`config.mk`:
```
export PLATFORM = sky130hd
export DESIGN_NAME = xt_vc_sched_flat
export DESIGN_NICKNAME = d
export VERILOG_FILES = /design/src/rtl/xt_vc_sched_if.sv /design/src/rtl/xt_vc_sched.sv /design/src/flat_wrapper.sv
export SDC_FILE = /design/constraint.sdc
export NUM_CORES = 1
export LEC_CHECK = 0
export ABC_AREA = 1
export CELL_PAD_IN_SITES_DETAIL_PLACEMENT = 1
export CELL_PAD_IN_SITES_GLOBAL_PLACEMENT = 1
export CORE_MARGIN = 2
export CORE_UTILIZATION = 29
export DETAILED_ROUTE_END_ITERATION = 10
export GPL_TIMING_DRIVEN = 0
export PLACE_DENSITY = 0.95
export SETUP_SLACK_MARGIN = 0.02
export SLEW_MARGIN = 40
export SYNTH_ARGS = -nofsm -noshare
export SYNTH_HDL_FRONTEND = slang
export SYNTH_SLANG_ARGS = --single-unit
```
`constraint.sdc`:
```
create_clock -name clk -period 3.9 [get_ports clk]
set_input_delay 0.78 -clock clk [delete_from_list [all_inputs] [get_ports clk]]
set_output_delay 0.78 -clock clk [all_outputs]
set_load 0.02 [all_outputs]
```
`src/rtl/xt_vc_sched_if.sv`:
```
// Request/response bus bundle for the virtual-channel scheduler.
interface xt_vc_sched_if #(
  parameter int unsigned VCN = 2,
  parameter int unsigned PW  = 32
) ();
  localparam int unsigned VW = $clog2(VCN);

  logic [VCN-1:0]    in_vld;
  logic [VCN*PW-1:0] in_pld;
  logic [VCN-1:0]    in_gnt;
  logic              req_vld;
  logic              req_gnt;
  logic [VW-1:0]     req_vc;
  logic [PW-1:0]     req_pld;
  logic              rsp_vld;
  logic              rsp_gnt;
  logic [VW-1:0]     rsp_vc;

  modport slave (
    input  in_vld, in_pld, req_gnt, rsp_vld, rsp_gnt, rsp_vc,
    output in_gnt, req_vld, req_vc, req_pld
  );

  modport master (
    output in_vld, in_pld, req_gnt, rsp_vld, rsp_gnt, rsp_vc,
    input  in_gnt, req_vld, req_vc, req_pld
  );
endinterface

```
`src/rtl/xt_vc_sched.sv`:
```
// Round-robin virtual-channel scheduler with per-VC outstanding-request credit.
module xt_vc_sched #(
  parameter int unsigned VCN = 2,
  parameter int unsigned BUF = 4,
  parameter int unsigned PW  = 32
) (
  input  logic         clk,
  input  logic         rstn,
  xt_vc_sched_if.slave bus,
  output logic         err,
  output logic         idle
);
  localparam int unsigned VW = $clog2(VCN);
  localparam int unsigned CW = $clog2(BUF + 1);
  localparam int unsigned XW = VW + 1;

  logic                   req_vld_q, req_vld_d;
  logic [VW-1:0]          req_vc_q,  req_vc_d;
  logic [PW-1:0]          req_pld_q, req_pld_d;
  logic [VW-1:0]          rr_ptr_q,  rr_ptr_d;
  logic [VCN-1:0][CW-1:0] cnt_q,     cnt_d;
  logic                   err_q,     err_d;
  logic                   idle_q,    idle_d;

  logic                   ld_en_c;
  logic [VCN-1:0]         elig_c;
  logic                   gnt_c;
  logic [VW-1:0]          sel_c;
  logic [XW-1:0]          idx_c;
  logic [VCN-1:0]         in_gnt_c;
  logic                   cpl_c;
  logic                   cpl_ok_c;
  logic                   inc_c;
  logic                   dec_c;

  // Eligibility and round-robin pick starting at rr_ptr; grant only when the holding register can load.
  always_comb begin
    ld_en_c  = rstn & (~req_vld_q | bus.req_gnt);
    elig_c   = '0;
    gnt_c    = 1'b0;
    sel_c    = '0;
    idx_c    = '0;
    in_gnt_c = '0;
    for (int unsigned v = 0; v < VCN; v++) begin
      elig_c[v] = bus.in_vld[v] & (cnt_q[v] < CW'(BUF));
    end
    for (int unsigned i = 0; i < VCN; i++) begin
      idx_c = XW'(rr_ptr_q) + XW'(i);
      if (idx_c >= XW'(VCN)) begin
        idx_c = idx_c - XW'(VCN);
      end
      if (!gnt_c && elig_c[idx_c[VW-1:0]]) begin
        gnt_c = 1'b1;
        sel_c = idx_c[VW-1:0];
      end
    end
    gnt_c = gnt_c & ld_en_c;
    if (gnt_c) begin
      in_gnt_c[sel_c] = 1'b1;
    end
  end

  // Next state: holding register, pointer, credit counters, sticky error, idle.
  always_comb begin
    req_vld_d = req_vld_q;
    req_vc_d  = req_vc_q;
    req_pld_d = req_pld_q;
    rr_ptr_d  = rr_ptr_q;
    cnt_d     = cnt_q;
    err_d     = err_q;
    inc_c     = 1'b0;
    dec_c     = 1'b0;
    cpl_c     = bus.rsp_vld & bus.rsp_gnt;
    cpl_ok_c  = 1'b0;

    // A completion is only legal for an existing VC that has something outstanding.
    if (cpl_c && ({1'b0, bus.rsp_vc} < XW'(VCN))) begin
      cpl_ok_c = (cnt_q[bus.rsp_vc] != '0);
    end
    if (cpl_c && !cpl_ok_c) begin
      err_d = 1'b1;
    end

    if (gnt_c) begin
      req_vld_d = 1'b1;
      req_vc_d  = sel_c;
      req_pld_d = bus.in_pld[PW*int'(sel_c) +: PW];
      rr_ptr_d  = (sel_c == VW'(VCN - 1)) ? '0 : sel_c + VW'(1);
    end else if (bus.req_gnt) begin
      req_vld_d = 1'b0;
    end

    for (int unsigned v = 0; v < VCN; v++) begin
      inc_c = gnt_c & (sel_c == VW'(v));
      dec_c = cpl_ok_c & (bus.rsp_vc == VW'(v));
      if (inc_c && !dec_c) begin
        cnt_d[v] = cnt_q[v] + CW'(1);
      end else if (dec_c && !inc_c) begin
        cnt_d[v] = cnt_q[v] - CW'(1);
      end
    end

    idle_d = ~req_vld_d & (cnt_d == '0);
  end

  // State registers with synchronous active-low reset.
  always_ff @(posedge clk) begin
    if (!rstn) begin
      req_vld_q <= 1'b0;
      req_vc_q  <= '0;
      req_pld_q <= '0;
      rr_ptr_q  <= '0;
      cnt_q     <= '0;
      err_q     <= 1'b0;
      idle_q    <= 1'b1;
    end else begin
      req_vld_q <= req_vld_d;
      req_vc_q  <= req_vc_d;
      req_pld_q <= req_pld_d;
      rr_ptr_q  <= rr_ptr_d;
      cnt_q     <= cnt_d;
      err_q     <= err_d;
      idle_q    <= idle_d;
    end
  end

  assign bus.in_gnt  = in_gnt_c;
  assign bus.req_vld = req_vld_q;
  assign bus.req_vc  = req_vc_q;
  assign bus.req_pld = req_pld_q;
  assign err         = err_q;
  assign idle        = idle_q;

endmodule

```
`src/flat_wrapper.sv`:
```
// flat-port wrapper written by rule: the top's interface ports become plain ports
module xt_vc_sched_flat 
#(
  parameter int unsigned VCN = 2,
  parameter int unsigned BUF = 4,
  parameter int unsigned PW  = 32
)
  (clk, rstn, err, idle, bus_in_vld, bus_in_pld, bus_req_gnt, bus_rsp_vld, bus_rsp_gnt, bus_rsp_vc, bus_in_gnt, bus_req_vld, bus_req_vc, bus_req_pld);
  xt_vc_sched_if #(.VCN(VCN), .PW(PW)) bus_i ();
  input  logic clk;
  input  logic rstn;
  output logic err;
  output logic idle;
  input wire logic [$bits(bus_i.in_vld)-1:0] bus_in_vld;
  input wire logic [$bits(bus_i.in_pld)-1:0] bus_in_pld;
  input wire logic [$bits(bus_i.req_gnt)-1:0] bus_req_gnt;
  input wire logic [$bits(bus_i.rsp_vld)-1:0] bus_rsp_vld;
  input wire logic [$bits(bus_i.rsp_gnt)-1:0] bus_rsp_gnt;
  input wire logic [$bits(bus_i.rsp_vc)-1:0] bus_rsp_vc;
  output wire logic [$bits(bus_i.in_gnt)-1:0] bus_in_gnt;
  output wire logic [$bits(bus_i.req_vld)-1:0] bus_req_vld;
  output wire logic [$bits(bus_i.req_vc)-1:0] bus_req_vc;
  output wire logic [$bits(bus_i.req_pld)-1:0] bus_req_pld;
  assign bus_i.in_vld = bus_in_vld;
  assign bus_i.in_pld = bus_in_pld;
  assign bus_i.req_gnt = bus_req_gnt;
  assign bus_i.rsp_vld = bus_rsp_vld;
  assign bus_i.rsp_gnt = bus_rsp_gnt;
  assign bus_i.rsp_vc = bus_rsp_vc;
  assign bus_in_gnt = bus_i.in_gnt;
  assign bus_req_vld = bus_i.req_vld;
  assign bus_req_vc = bus_i.req_vc;
  assign bus_req_pld = bus_i.req_pld;
  xt_vc_sched #(.VCN(VCN), .BUF(BUF), .PW(PW)) u_core (.clk(clk), .rstn(rstn), .bus(bus_i), .err(err), .idle(idle));
endmodule
```
# Yosys cells after proc, flatten, opt, wreduce, memory -nomap -nowiden
# Cells that the tools add are included.
dict set report word_totals {
  reg_bits 43
  wordCells 79
  output_inout_bits 38
  input_bits 72
}
dict set report classes {
  n_shift 1
  addsub 8
  n_lt_le_gt_ge 9
  reduce_logical 15
  bitwise_logic 15
  muxes 23
}
# operator n
set ops {}
lappend ops {{indexed part select 64 x 7 -> 32 bit} 1}
lappend ops {{two-way mux 3 bit} 6}
lappend ops {{two-way mux 1 bit} 15}
lappend ops {{AND 1 bit} 10}
lappend ops {{< comparator 1 x 2 -> 1 bit, second input constant} 4}
lappend ops {{logical AND 1 bit} 7}
lappend ops {{adder 3 x 1 -> 3 bit, second input constant} 2}
lappend ops {{logical NOT 1 bit} 6}
lappend ops {{logical NOT 6 bit} 1}
lappend ops {{< comparator 3 bit, second input constant} 2}
lappend ops {{subtractor 3 x 1 -> 3 bit, second input constant} 2}
lappend ops {{NOT 1 bit} 4}
lappend ops {{nonzero test 3 bit} 1}
lappend ops {{adder 1 x 1 -> 2 bit, second input constant} 1}
lappend ops {{>= comparator 1 x 2 -> 1 bit, second input constant} 1}
lappend ops {{>= comparator 2 bit, second input constant} 1}
lappend ops {{two-way mux 2 bit} 1}
lappend ops {{subtractor 1 bit, second input constant} 2}
lappend ops {{adder 1 bit, second input constant} 1}
lappend ops {{demux 1 bit (select 1 bit)} 1}
lappend ops {{>= comparator 1 bit, second input constant} 1}
lappend ops {{bitwise OR 1 bit} 1}

# Depth between registers and ports, before layout
dict set report depth {
  depth_word 16
  depth_mapped 15
  ltp_nobuf 15
}

# Worst setup path after synthesis
# Ideal clock, no wire load.
dict set report synth_path {
  path_kind {input port to output port}
  startpoint {in rstn}
  endpoint {out bus_in_gnt[0]}
  n_path_buf 1
  path_slack_ns 1.646
  stages 5
  required_ns 3.120
  arrival_ns 1.474
  path_cell_list {inv_2 > nor2_8 > nand2_8 > nor2_8 > buf_2}
}
dict set report synth_via {
  elab_chain_cells 3
}
# item line_no
set synth_rtl {}
lappend synth_rtl {{start, declared} flat_wrapper.sv:11} ;# input logic rstn;
lappend synth_rtl {{AND 1 bit} xt_vc_sched.sv:38} ;# ld_en_c = rstn & (~req_vld_q | bus.req_gnt);
lappend synth_rtl {{AND 1 bit} xt_vc_sched.sv:57} ;# gnt_c = gnt_c & ld_en_c;
lappend synth_rtl {{two-way mux 2 bit} xt_vc_sched.sv:58} ;# if (gnt_c) begin
lappend synth_rtl {{end, declared} flat_wrapper.sv:20} ;# output wire logic [$bits(bus_i.in_gnt)-1:0] bus_in_gnt;
# No other way between the ends.

# Final worst setup path
# Same ends and word-level chain as after synthesis.

==> flow_summary.rst <==
.. list-table::
   :header-rows: 1

   * - Metric
     - Value
   * - Synth area leaders
     - dfxtp_1, nand2_1, a31oi_1, nor2_8, ha_1
   * - Power per cell area
     - 368 nW/um^2
   * - Setup Buffers After CTS
     - 0
   * - Max Fanout on Critical Path
     - 10
   * - Number of register bits inferred by synthesis
     - 43
   * - Clk pin slew, worst setup/hold paths
     - 80 ps
   * - Startpoint type of the worst setup path
     - input port
   * - Sequential-to-total area share from yosys stat
     - 0.413
   * - Total half-perimeter wirelength after legalization and detailed placement
     - 5.70 mm
   * - Internal power
     - 0.830 mW
   * - Layout net count
     - 474
   * - Gate count after technology mapping
     - 282
   * - Number of rows created at floorplan
     - 30
   * - Final Max Tran Viols
     - 0
   * - Number of filler instances in the final layout
     - 863
   * - Switching power of the nets
     - 0.417 mW
   * - Routed length per placed instance
     - 14.6 um
   * - Post-Syn Area per Cell
     - 7.39 sq um
   * - Crit-path leading delay family
     - buffers and inverters
   * - Routability cong.
     - 0.757
   * - Number of distinct standard cells referenced by the synthesized netlist
     - 25
   * - Number of instances resized during post-cts repair
     - 0
   * - Worst Max-Slew Pin Slew
     - 528 ps
   * - Worst path buffer plus inverter count
     - 4
   * - Share of post-route cells with drive strength above 1
     - 0.103
   * - Peak supply drop
     - 134 uV
   * - Final Total Pwr
     - 1.25 mW
   * - Worst min-delay path category
     - reg2reg
   * - Die footprint
     - 7880 sq um
   * - Combinational Power Share
     - 0.349
   * - Result of the run
     - complete, no violations
   * - Clock Power Share
     - 0.235
   * - Average vias per placed instance
     - 4.61
   * - Post-Route WL
     - 7.22 mm
   * - Max-Cap Viols
     - 0
   * - Syn nets
     - 358
   * - H-tree levels
     - 2
   * - Quantity of I/O buffers inserted on ports
     - 109
   * - Via Count
     - 2,277
   * - Ys Warns
     - 0
   * - Slew HR
     - 0.648
   * - Arrival time of the worst setup path
     - 2830 ps
   * - Initial Util
     - 0.303
   * - Maximum number of pins on one net before global-route repair
     - 13
   * - Floorplan die height
     - 88.8 um
   * - Slowest-stage cell, CP
     - clkdlybuf4s50_1
   * - Data required time at the worst endpoint
     - 3120 ps
   * - Area added between synthesis and finish
     - 62.3%
   * - TritonCTS sink count
     - 43
   * - Remaining global-route overflow
     - 0
   * - Net Sw Frac
     - 0.334
   * - Drt initial violations
     - 30
   * - Setup tns final
     - 0 ps
   * - CTS tree
     - yes
   * - Total routing usage reported by global routing
     - 0.184
   * - DRC violation count after routing
     - 0
   * - Area of the mapped netlist
     - 2080 sq um
   * - Largest buffer count on any clock path
     - 2
   * - Final period utilization
     - 0.926
   * - Cell chain of the critical path
     - clkdlybuf4s50_1 -> inv_2 -> nor2_8 -> nand2_8 -> nor2_8 -> buf_2 -> clkdlybuf4s50_1
   * - Setup Skew
     - 3.33 ps
   * - Antenna violations before repair
     - 0
   * - Total leakage power
     - 1.33 nW
   * - Number of global-route vias before repair
     - 2,464
   * - Post-layout utilization of the core
     - 0.493
   * - Flop pwr share
     - 0.416
   * - Post-route minimum period
     - 3610 ps
   * - Iteration count of the initial detailed-routing pass
     - 4
   * - Final hold violation count
     - 0
   * - Final standard cell count with taps included and fillers excluded
     - 494
   * - Total of hold buffers inserted after clock tree synthesis
     - 0
   * - Clock network latency to the later pin of the worst-skew pair
     - 290 ps
   * - Endpoint kind of the worst setup timing path
     - primary output
   * - Slowest cell delay on critical path
     - 630 ps
   * - Final Setup Violations
     - 0
   * - Core region area
     - 6870 sq um
   * - Placed cell count
     - 487
   * - Width of the die
     - 88.8 um
   * - Top cell type's share of synthesized area
     - 0.413
   * - Reg area
     - 861 sq um
   * - Number of top-level pins
     - 110
   * - RSZ-0062 raised after global routing
     - false
   * - Area leader, netlist
     - dfxtp_1
   * - Setup CP Type
     - in2out
   * - Wire length of the first global-routing pass
     - 11.3 mm
   * - Number of buffers inserted during clock tree synthesis
     - 5
   * - Number of diodes added for antenna fixing
     - 0
   * - Area occupied by multi-input gates
     - 1090 sq um
   * - Max frequency
     - 277 MHz
   * - Buffer type at the clock tree root
     - clkbuf_8
   * - DRT antenna net count
     - 0
## registers in the layout (all words and copies together), names as in the netlist
| signal | flops |
|---|---|
| u_core.bus.req_pld | 32 |
| u_core.idle | 1 |
| u_core.bus.req_vc | 1 |
| u_core.err | 1 |
| u_core.bus.req_vld | 1 |
| u_core.cnt_q | 6 |
| u_core.rr_ptr_q | 1 |
## worst paths after layout
kind | start | end | slack (ps) | depth (start not counted)
worst min register to register | u_core.bus.req_vc | u_core.bus.req_vc | 480 | 2
worst max register to register | u_core.cnt_q[5] | u_core.idle | 2220 | 10
worst max-delay path | rstn | bus_in_gnt[0] | 290 | 7
worst min-delay path | u_core.bus.req_vc | u_core.bus.req_vc | 480 | 2
## cells by family after synthesis
family / synth area share
AND/OR/NAND/NOR: 0.370
flip-flops: 0.413
AO/OA/AOI/OAI: 0.109
buffers and inverters: 0.0630
XOR/XNOR: 0.0204
adder cells (fa/ha/maj): 0.0240
## metrics by stage
step | setup WS (ps) | hold WS (ps) | cell area (sq um)
after CTS | 259 | 483 | 3380
final | 290 | 479 | 3380
after detailed placement | 256 | 462 | 3300
after floorplan | 1650 | 453 | 2080
after global routing | 157 | 504 | 3380
after global placement | 274 | 452 | 3300
## final cells by class
cell class	instances	share of cell area
Multi-Input combinational cell	207	0.323
Timing Repair Buffer	109	0.322
Sequential cell	43	0.254
Tap cell	96	0.0355
Clock buffer	6	0.0244
Inverter	19	0.0218
Buffer	13	0.0170
Clock inverter	1	0.00148
## power groups by stage
| stage | sequential [mW] | clock [mW] | combinational, mW |
|---|---|---|---|
| 5_1_grt | 0.525 | 0.318 | 0.478 |
| 4_1_cts | 0.519 | 0.300 | 0.442 |
| 3_5_place_dp | 0.529 | 0 | 0.440 |
| 6_report | 0.519 | 0.293 | 0.435 |
| 3_3_place_gp | 0.526 | 0 | 0.418 |
| 2_1_floorplan | 0.561 | 0 | 0.204 |
## cell usage after synthesis
library cell	n
buf_1	3
nand3b_2	1
ha_1	4
nand4_1	2
nand2_8	2
a31oi_1	32
nor3_1	1
buf_2	7
a21oi_1	4
xor2_2	1
nand3_1	9
clkbuf_1	3
inv_4	1
nand2_4	4
inv_2	7
o211ai_1	1
nor2_8	3
xor2_1	3
inv_1	11
nor2_1	12
nand2_1	120
dfxtp_1	43
nor2_2	2
nand2_2	4
nand3_2	2
## worst min-delay path: cells and delay by family (launching register included)
family | cells | cell delay [ps]
DFF | 1 | 320
and+or+nand+nor | 1 | 60
AOI/OAI and AO/OA | 1 | 60
## layout by cell type (no fill, tap or decap), types with 4 or more instances in the layout
cell and instances:
inv_1 11, nand3_1 9, nand2_4 4, ha_1 4, nand2_1 120, inv_2 7, clkbuf_8 6, a31oi_1 32
nor2_1 12, dfxtp_1 43, clkdlybuf4s50_1 109, nand2_2 4, buf_2 7, a21oi_1 4
## layer usage
layer,part of all wire,GRT usage,vias up,routed length [um]
li1,-,-,1139,-
met1,0.41,0.208,1070,2940
met2,0.53,0.343,62,3850
met3,0.050,0.0522,6,362
met4,0.0094,0.0358,0,68
met5,0,0,-,0
(Power assumes the default switching activity.)
